===== src/rtl/mips_pkg.sv =====
// Shared datapath widths and write-port request types for the register file
// write arbiter and its MDU result FIFO.
package mips_pkg;

  localparam int REG_W    = 5;
  localparam int DATA_W   = 32;
  localparam int NUM_REGS = 32;

  typedef struct packed {
    logic              valid;
    logic [REG_W-1:0]  addr;
    logic [DATA_W-1:0] data;
  } wr_req_t;

  // One buffered MDU result; validity is implied by FIFO occupancy.
  typedef struct packed {
    logic [REG_W-1:0]  addr;
    logic [DATA_W-1:0] data;
  } md_entry_t;

  function automatic logic is_reg_zero(input logic [REG_W-1:0] r);
    return r == '0;
  endfunction

endpackage


===== src/rtl/md_result_fifo.sv =====
// Power-of-two FIFO holding MDU results until the register file write port
// is free. Push is ignored when full, pop is ignored when empty.
module md_result_fifo
  import mips_pkg::*;
#(
  parameter int DEPTH = 4
) (
  input  logic                     clk_i,
  input  logic                     rst_n_i,
  input  logic                     push_i,
  input  md_entry_t                push_data_i,
  input  logic                     pop_i,
  output md_entry_t                pop_data_o,
  output logic                     full_o,
  output logic                     empty_o,
  output logic [$clog2(DEPTH):0]   count_o
);

  localparam int PTR_W = $clog2(DEPTH);

  md_entry_t        mem_q [DEPTH];
  logic [PTR_W-1:0] rd_ptr_q, rd_ptr_d;
  logic [PTR_W-1:0] wr_ptr_q, wr_ptr_d;
  logic [PTR_W:0]   count_q, count_d;
  logic             do_push, do_pop;

  assign full_o     = (count_q == (PTR_W+1)'(DEPTH));
  assign empty_o    = (count_q == '0);
  assign count_o    = count_q;
  assign pop_data_o = mem_q[rd_ptr_q];

  assign do_push = push_i && !full_o;
  assign do_pop  = pop_i && !empty_o;

  // Pointers wrap naturally because DEPTH is a power of two.
  always_comb begin
    rd_ptr_d = rd_ptr_q;
    wr_ptr_d = wr_ptr_q;
    count_d  = count_q;
    if (do_pop)  rd_ptr_d = rd_ptr_q + 1'b1;
    if (do_push) wr_ptr_d = wr_ptr_q + 1'b1;
    case ({do_push, do_pop})
      2'b10:   count_d = count_q + 1'b1;
      2'b01:   count_d = count_q - 1'b1;
      default: count_d = count_q;
    endcase
  end

  always_ff @(posedge clk_i) begin
    if (!rst_n_i) begin
      rd_ptr_q <= '0;
      wr_ptr_q <= '0;
      count_q  <= '0;
    end else begin
      rd_ptr_q <= rd_ptr_d;
      wr_ptr_q <= wr_ptr_d;
      count_q  <= count_d;
    end
  end

  // Storage needs no reset: stale slots are unreachable once pointers clear.
  always_ff @(posedge clk_i) begin
    if (do_push) mem_q[wr_ptr_q] <= push_data_i;
  end

endmodule


===== src/rtl/regfile_write_arbiter.sv =====
// Shares the register file write port between in-order WB and out-of-order
// MDU results, and tracks registers with outstanding MDU writes.
module regfile_write_arbiter
  import mips_pkg::*;
#(
  parameter int DEPTH        = 4,
  parameter int STARVE_LIMIT = 8
) (
  input  logic              CLOCK,
  input  logic              RESET,
  input  logic              WBValid_IN,
  input  logic [REG_W-1:0]  WBRegister_IN,
  input  logic [DATA_W-1:0] WBData_IN,
  input  logic              MDValid_IN,
  input  logic [REG_W-1:0]  MDRegister_IN,
  input  logic [DATA_W-1:0] MDData_IN,
  output logic              MDReady_OUT,
  input  logic              MDIssue_IN,
  input  logic [REG_W-1:0]  MDIssueRegister_IN,
  input  logic [REG_W-1:0]  ReadRegister1_IN,
  input  logic [REG_W-1:0]  ReadRegister2_IN,
  input  logic [REG_W-1:0]  DestRegister_IN,
  output logic              Stall_OUT,
  output logic              Starve_OUT,
  output logic              WriteEnable_OUT,
  output logic [REG_W-1:0]  WriteRegister_OUT,
  output logic [DATA_W-1:0] WriteData_OUT
);

  localparam int CNT_W = $clog2(STARVE_LIMIT + 1);
  localparam logic [CNT_W-1:0] CNT_MAX = CNT_W'(STARVE_LIMIT);

  md_entry_t               push_entry;
  md_entry_t               head;
  logic                    fifo_full, fifo_empty;
  logic [$clog2(DEPTH):0]  fifo_count;
  logic                    wb_go, pop, push;
  wr_req_t                 commit;

  logic [NUM_REGS-1:0]     pending_q, pending_d;
  logic [CNT_W-1:0]        starve_cnt_q, starve_cnt_d;
  logic                    starve_q;
  logic                    we_q;
  logic [REG_W-1:0]        wreg_q;
  logic [DATA_W-1:0]       wdata_q;

  // MDU handshake: a result transfers on any cycle where MDValid_IN and
  // MDReady_OUT are both high; MDReady_OUT depends only on FIFO occupancy.
  assign MDReady_OUT = !fifo_full;
  assign push        = MDValid_IN && MDReady_OUT;
  assign push_entry  = '{addr: MDRegister_IN, data: MDData_IN};

  // WB always has priority; a write to r0 is treated as WB being idle.
  assign wb_go = WBValid_IN && !is_reg_zero(WBRegister_IN);
  assign pop   = !wb_go && !fifo_empty;

  md_result_fifo #(
    .DEPTH (DEPTH)
  ) u_fifo (
    .clk_i       (CLOCK),
    .rst_n_i     (RESET),
    .push_i      (push),
    .push_data_i (push_entry),
    .pop_i       (pop),
    .pop_data_o  (head),
    .full_o      (fifo_full),
    .empty_o     (fifo_empty),
    .count_o     (fifo_count)
  );

  always_comb begin
    commit = '0;
    if (wb_go) begin
      commit = '{valid: 1'b1, addr: WBRegister_IN, data: WBData_IN};
    end else if (pop && !is_reg_zero(head.addr)) begin
      commit = '{valid: 1'b1, addr: head.addr, data: head.data};
    end
  end

  // Issue is applied after retirement so a same-cycle set on a register wins.
  always_comb begin
    pending_d = pending_q;
    if (pop && !is_reg_zero(head.addr)) pending_d[head.addr] = 1'b0;
    if (MDIssue_IN) pending_d[MDIssueRegister_IN] = 1'b1;
    pending_d[0] = 1'b0;
  end

  always_comb begin
    starve_cnt_d = starve_cnt_q;
    if (fifo_empty || pop) begin
      starve_cnt_d = '0;
    end else if (starve_cnt_q != CNT_MAX) begin
      starve_cnt_d = starve_cnt_q + 1'b1;
    end
  end

  assign Stall_OUT = pending_q[ReadRegister1_IN] | pending_q[ReadRegister2_IN]
                   | pending_q[DestRegister_IN];

  always_ff @(posedge CLOCK) begin
    if (!RESET) begin
      pending_q    <= '0;
      starve_cnt_q <= '0;
      starve_q     <= 1'b0;
      we_q         <= 1'b0;
      wreg_q       <= '0;
      wdata_q      <= '0;
    end else begin
      pending_q    <= pending_d;
      starve_cnt_q <= starve_cnt_d;
      starve_q     <= (starve_cnt_d == CNT_MAX);
      we_q         <= commit.valid;
      if (commit.valid) begin
        wreg_q  <= commit.addr;
        wdata_q <= commit.data;
      end
    end
  end

  assign Starve_OUT        = starve_q;
  assign WriteEnable_OUT   = we_q;
  assign WriteRegister_OUT = wreg_q;
  assign WriteData_OUT     = wdata_q;

  occupancy_bound : assert property (@(posedge CLOCK) disable iff (!RESET)
    fifo_count <= ($clog2(DEPTH)+1)'(DEPTH));

endmodule


===== config.mk =====
export PLATFORM = sky130hd
export DESIGN_NAME = regfile_write_arbiter
export DESIGN_NICKNAME = d
export VERILOG_FILES = /design/src/rtl/mips_pkg.sv /design/src/rtl/md_result_fifo.sv /design/src/rtl/regfile_write_arbiter.sv
export SDC_FILE = /design/constraint.sdc
export NUM_CORES = 1
export LEC_CHECK = 0
export BUFFER_PORTS_ARGS = -buffer_cell sky130_fd_sc_hd__buf_2
export CORE_MARGIN = 10
export CORE_UTILIZATION = 55
export DETAILED_ROUTE_END_ITERATION = 8
export GPL_ROUTABILITY_DRIVEN = 0
export PLACE_DENSITY = 0.77
export REMOVE_ABC_BUFFERS = 1
export SLEW_MARGIN = 10
export SYNTH_ARGS = -nofsm -noshare
export SYNTH_HDL_FRONTEND = slang
export SYNTH_HIERARCHICAL = 1
export SYNTH_SLANG_ARGS = --single-unit
export TNS_END_PERCENT = 5

===== constraint.sdc =====
create_clock -name CLOCK -period 3.2 [get_ports CLOCK]
set_clock_uncertainty 0.1 [all_clocks]
set_input_delay 0.16 -clock CLOCK [delete_from_list [all_inputs] [get_ports CLOCK]]
set_output_delay 0.16 -clock CLOCK [all_outputs]
set_load 0.005 [all_outputs]

==> results of run 1 <==
## through the flow
step	total power, mW	TNS [ps]	setup slack, ps	hold slack (ps)	instances
4_1_cts	8.31	0	51.7	10.6	1156
3_5_place_dp	5.41	0	118	276	1031
3_3_place_gp	5.31	0	291	270	1031
2_1_floorplan	4.68	-40460	-1020	159	646
6_report	8.34	0	46.6	30.4	1157
5_1_grt	8.65	0	15.1	61.4	1157
## path summary, 6_finish.rpt
check                         from                   end  slack [ps]  cells past startpoint
min reg2reg      WriteData_OUT[16]     WriteData_OUT[16]         360                      2
min          MDIssueRegister_IN[4]          pending_q[8]          30                      4
max               WBRegister_IN[0]     u_fifo/count_o[2]          50                     12
max reg2reg              flip-flop  WriteRegister_OUT[4]         180                      8
## layout by cell type (no fill, tap or decap), drive strengths merged, types with 29 or more instances in the layout
cell / instances
a21boi: 65
a22oi: 33
buf: 156
clkbuf: 29
dfxtp: 83
dlygate4sd3: 84
edfxtp: 148
mux4: 54
nand2: 78
o21ai: 36
## final cells by class
type	count	area [um^2]	share of cell area
Timing Repair Buffer	240	1730	0.138
Sequential cell	231	6110	0.489
Multi-Input combinational cell	402	3530	0.283
Clock buffer	29	651	0.0520
Tap cell	229	287	0.0229
Clock inverter	12	143	0.0114
Inverter	13	48.8	0.00390
Antenna cell	1	2.50	0.000200
## report_power, final
part           switching, mW  internal, mW  leakage (nW)  total, mW
Sequential             0.163          3.54          2.04       3.70
Clock                   1.10          1.69         0.387       2.79
Combinational           1.05         0.798          2.06       1.85
Total                   2.32          6.02          4.48       8.34
## worst max-delay path: cells and delay by family
family	cells	cell delay, ps
XOR/XNOR	1	170
AO/OA/AOI/OAI	2	360
buffers and inverters	3	780
AND/OR/NAND/NOR	4	1390
adder cells (fa/ha/maj)	2	600
## routing by layer
layer  wire [um]  vias to the layer above  track usage
li1            -                     3103            -
met1        9760                     3497        0.245
met2       13800                      398        0.384
met3        2310                       81       0.0496
met4         978                        0       0.0963
met5           0                        -            0
## timing repair
item                                    in CTS  in global routing
endpoints found under the hold margin      192                  0
endpoints found under the setup margin       0                 12
gates resized for setup                      0                  3
hold buffers                                84                  0
## state kept, by name, summed over array words and instances (netlist names), named ones only
| register | flops |
|---|---|
| u_fifo/mem_q | 148 |
| u_fifo/wr_ptr_q | 2 |
| Starve_OUT | 1 |
| u_fifo/rd_ptr_q | 2 |
| WriteEnable_OUT | 1 |
| WriteData_OUT | 32 |
| u_fifo/count_o | 3 |
| pending_q | 31 |
| starve_cnt_q | 4 |
| WriteRegister_OUT | 5 |
## cell families (layout without fill, tap and decap cells)
family                   after synthesis  after routing  synth area share
XOR/XNOR                               4              4           0.00352
AND/OR/NAND/NOR                      162            162            0.0840
flip-flops                           231            231             0.613
AO/OA/AOI/OAI                        154            154             0.112
buffers and inverters                 57            294            0.0339
other                                  0              1                 0
multiplexers                          74             74             0.143
adder cells (fa/ha/maj)                8              8            0.0108
==> key figures, run 1 <==
Synthesis
  • Asr flop ratio synth: 0
  • Ys flop type: edfxtp_1
  • Cell taking the most area after synthesis: edfxtp_1
  • Commonest cells post-synth: 148 x edfxtp_1, 83 x dfxtp_1, 78 x nand2_1
  • Syn avg cell area: 14.4 um^2
  • #FFs+latches synth: 231
  • Synth area leaders: edfxtp_1 45%, dfxtp_1 17%, mux4_2 12%
  • Synth top area share: 0.446
  • Most common cell in the netlist: edfxtp_1
  • Synth Instances: 690
  • Sequential area share after synthesis: 0.613
  • Post-synth EDFFs: 148
  • Yosys cell types: 55
  • Syn Std Cell Area: 9960 um^2
  • Synth Warn #: 6

Finish
  • Area delta synth->final: 25.5%
  • Fillcell total: 1154
  • Post-layout util: 0.698
  • Layout cells sized above 1: 0.289
  • Fin nets: 1018
  • Final instance area: 12500 um^2

Floorplan
  • Starting Density: 0.556
  • FP Rows: 49
  • Die height: 155 um
  • Chip width: 155 um
  • Die area: 23900 um^2
  • Io pins: 140
  • Core Box Area: 17900 um^2

Clock network
  • Sink Count: 231
  • Worst skew pair latency: 500 ps
  • CTS buffer count: 23
  • H-tree Lvls: 1
  • Clock transition at the registers of the reported paths: 60 ps
  • CTS tree: built
  • Post-CTS Setup Inserts: 0
  • CTS root buf: clkbuf_16
  • CTS max path bufs: 3

Route
  • Routed wire length: 26.8 mm
  • Via density: 6.12
  • Drt pass-1 iters: 5
  • Final ANT Viol Nets: 0
  • DRT iter0 DRCs: 754
  • Vias post-DR: 7079
  • DR WL/cell: 23.2 um
  • Post-route DRC: 0

Critical path
  • WS Path Type: in -> reg
  • Type of origin of the critical path: input port
  • Critical path arrival: 3480 ps
  • Critical path cell sequence: dlygate4sd3_1, buf_2, or4_4, o21a_2, nor2_1, nor2b_1, ha_1, inv_1, fa_1, xor2_1, or3_1, a21boi_1
  • Crit Path Max Fanout: 5
  • CP Data Required Time: 3530 ps
  • Largest stage delay on the critical path: 570 ps
  • Worst setup EP type: flip-flop
  • Worst path slowest cell: dlygate4sd3_1

Place
  • Dpl cell area: 10900 um^2
  • Placed wire-length estimate: 16.8 mm
  • IO buf count: 139

Global route
  • GR Overflow Total: 0
  • Largest net degree at the start of global routing: 56
  • Number of global-route vias before repair: 7735
  • GR Util All Layers: 0.217
  • Global-route wire length before repair: 41.6 mm
  • Antenna violations before repair: 1

Flow run
  • Max-Cap Viols: 0

Hold path
  • Hold crit path type: in -> reg

Status
  • Outcome: finished clean

Pwr
  • Maximum vdd drop: 0.652 mV
  • P_leak: 4.48 nW
  • Cell Pwr Density: 667 nW/um^2

STA
  • Final period util: 0.985
  • Least-Margin Pin Slew: 938 ps
  • Setup violators final: 0
  • Max-slew violation count: 0
  • Final hold vios: 0
  • Final min period: 3150 ps
  • Slew HR: 0.375
  • RSZ-0062 raised after global routing: false
  • Fmax: 317 MHz
Note: power is estimated with default switching activity, not from simulation.
==> inputs of run 2 (changes only) <==
--- a/config.mk
+++ b/config.mk
@@ -7,10 +7,9 @@
 export LEC_CHECK = 0
 export BUFFER_PORTS_ARGS = -buffer_cell sky130_fd_sc_hd__buf_2
 export CORE_MARGIN = 10
-export CORE_UTILIZATION = 55
+export CORE_UTILIZATION = 30
 export DETAILED_ROUTE_END_ITERATION = 8
 export GPL_ROUTABILITY_DRIVEN = 0
-export PLACE_DENSITY = 0.77
 export REMOVE_ABC_BUFFERS = 1
 export SLEW_MARGIN = 10
 export SYNTH_ARGS = -nofsm -noshare
==> key figures, run 2 (synthesis gave the netlist of run 1 again) <==
Status
  • Outcome: finished clean

Global route
  • GR Overflow Total: 0
  • Largest net degree at the start of global routing: 40
  • GR Util All Layers: 0.120
  • Number of global-route vias before repair: 6927
  • Global-route wire length before repair: 39.7 mm
  • Antenna violations before repair: 3

STA
  • Final period util: 0.933
  • RSZ-0062 raised after global routing: false
  • Final min period: 2990 ps
  • Least-Margin Pin Slew: 978 ps
  • Slew HR: 0.346
  • Max-slew violation count: 0
  • Final hold vios: 0
  • Fmax: 335 MHz
  • Setup violators final: 0

Critical path
  • Type of origin of the critical path: flip-flop
  • Critical path arrival: 3330 ps
  • CP Data Required Time: 3540 ps
  • Crit Path Max Fanout: 8
  • WS Path Type: reg -> reg
  • Worst setup EP type: flip-flop

Clock network
  • CTS root buf: clkbuf_16
  • Sink Count: 231
  • Post-cts sizing count: 0
  • CTS tree: built
  • Clock transition at the registers of the reported paths: 60 ps
  • CTS buffer count: 25
  • H-tree Lvls: 1
  • Worst skew pair latency: 510 ps
  • CTS max path bufs: 3

Route
  • Via density: 4.82
  • Drt pass-1 iters: 5
  • Routed wire length: 25.2 mm
  • Post-route DRC: 0
  • DR WL/cell: 18.2 um
  • DRT iter0 DRCs: 454
  • Final ANT Viol Nets: 0
  • Vias post-DR: 6661

Pwr
  • Maximum vdd drop: 0.400 mV
  • P_leak: 4.54 nW
  • Total Power: 8.38 mW
  • Cell Pwr Density: 651 nW/um^2

Floorplan
  • Core Box Area: 32600 um^2
  • FP Rows: 66
  • Starting Density: 0.305
  • Chip width: 202 um
  • Die height: 202 um
  • Die area: 40900 um^2
  • Io pins: 140

Finish
  • Max reg flops: 148
  • Biggest register: u_fifo/mem_q
  • Fillcell total: 3071
  • Final instance area: 12900 um^2
  • Fin nets: 1027
  • Area delta synth->final: 29.1%
  • Non-filler cells, final: 1383
  • Commonest non-fill, non-tap cell in the layout: edfxtp_1
  • Commonest non-fill, non-tap cells in the layout: 148 x edfxtp_1, 139 x buf_2, 86 x dlygate4sd3_1
  • Layout cells sized above 1: 0.288

Flow run
  • Max-Cap Viols: 0

Place
  • DP Cell Count: 1246
  • Placed wire-length estimate: 17.1 mm
  • IO buf count: 139
  • Dpl cell area: 11100 um^2

Hold path
  • Hold crit path type: in -> reg
run 2: cell count changes in the layout (fill, tap and decap cells not counted), sizes merged:
cell and delta:
clkinv -1, clkbuf +8, dlygate4sd3 +2, buf +5, clkinvlp -2, diode +1
run 2: final cells by class:
type / instances / area (um^2) / share of cell area
Tap cell: 442 / 553 / 0.0430
Inverter: 13 / 48.8 / 0.00379
Sequential cell: 231 / 6110 / 0.475
Clock buffer: 37 / 711 / 0.0552
Multi-Input combinational cell: 402 / 3530 / 0.274
Antenna cell: 2 / 5.00 / 0.000389
Clock inverter: 9 / 126 / 0.00982
Timing Repair Buffer: 247 / 1780 / 0.139
run 2: metal layers:
metal | global-route usage | part of all wire | vias up
met5 | 0 | 0.00052 | -
met3 | 0.0251 | 0.057 | 30
met2 | 0.204 | 0.49 | 181
met4 | 0.0248 | 0.012 | 2
li1 | - | - | 3133
met1 | 0.155 | 0.44 | 3315
run 2: path summary, 6_finish.rpt:
| path | slack (ps) | depth (start not counted) | startpoint | to |
|---|---|---|---|---|
| setup / recovery | 210 | 7 | flip-flop | WriteRegister_OUT[0] |
| hold / removal | 70 | 5 | MDIssue_IN | pending_q[1] |
| setup reg to reg | 210 | 7 | flip-flop | WriteRegister_OUT[0] |
| hold reg to reg | 350 | 2 | WriteData_OUT[8] | WriteData_OUT[8] |
run 2: power breakdown:
part / internal, mW / switching [mW] / total, mW
Combinational: 0.826 / 0.994 / 1.82
Sequential: 3.53 / 0.132 / 3.67
Clock: 1.78 / 1.11 / 2.89
run 2: timing repair:
action                                 CTS  global route
setup buffers                            0             3
hold buffers                            86             0
setup endpoints to repair                0             4
endpoints found under the hold margin  203             0
run 2: stage by stage:
step / setup TNS, ps / setup slack, ps / util / hold slack, ps
finish: 0 / 213 / 0.394 / 71.1
global route: 0 / 24.7 / 0.394 / 80.2
CTS: 0 / 45.8 / 0.394 / 51.3
detailed placement: 0 / 381 / 0.341 / 277
global placement: 0 / 402 / 0.341 / 274
floorplan: -40460 / -1020 / - / 159
run 2: worst max-delay path, cell delays in order (launching register included):
cell           delay, ps
dfxtp_2              440
mux4_2               580
or2_1                370
o41a_1               430
nor2_4               230
a221oi_1             100
dlygate4sd3_1        560
nor2b_1              110
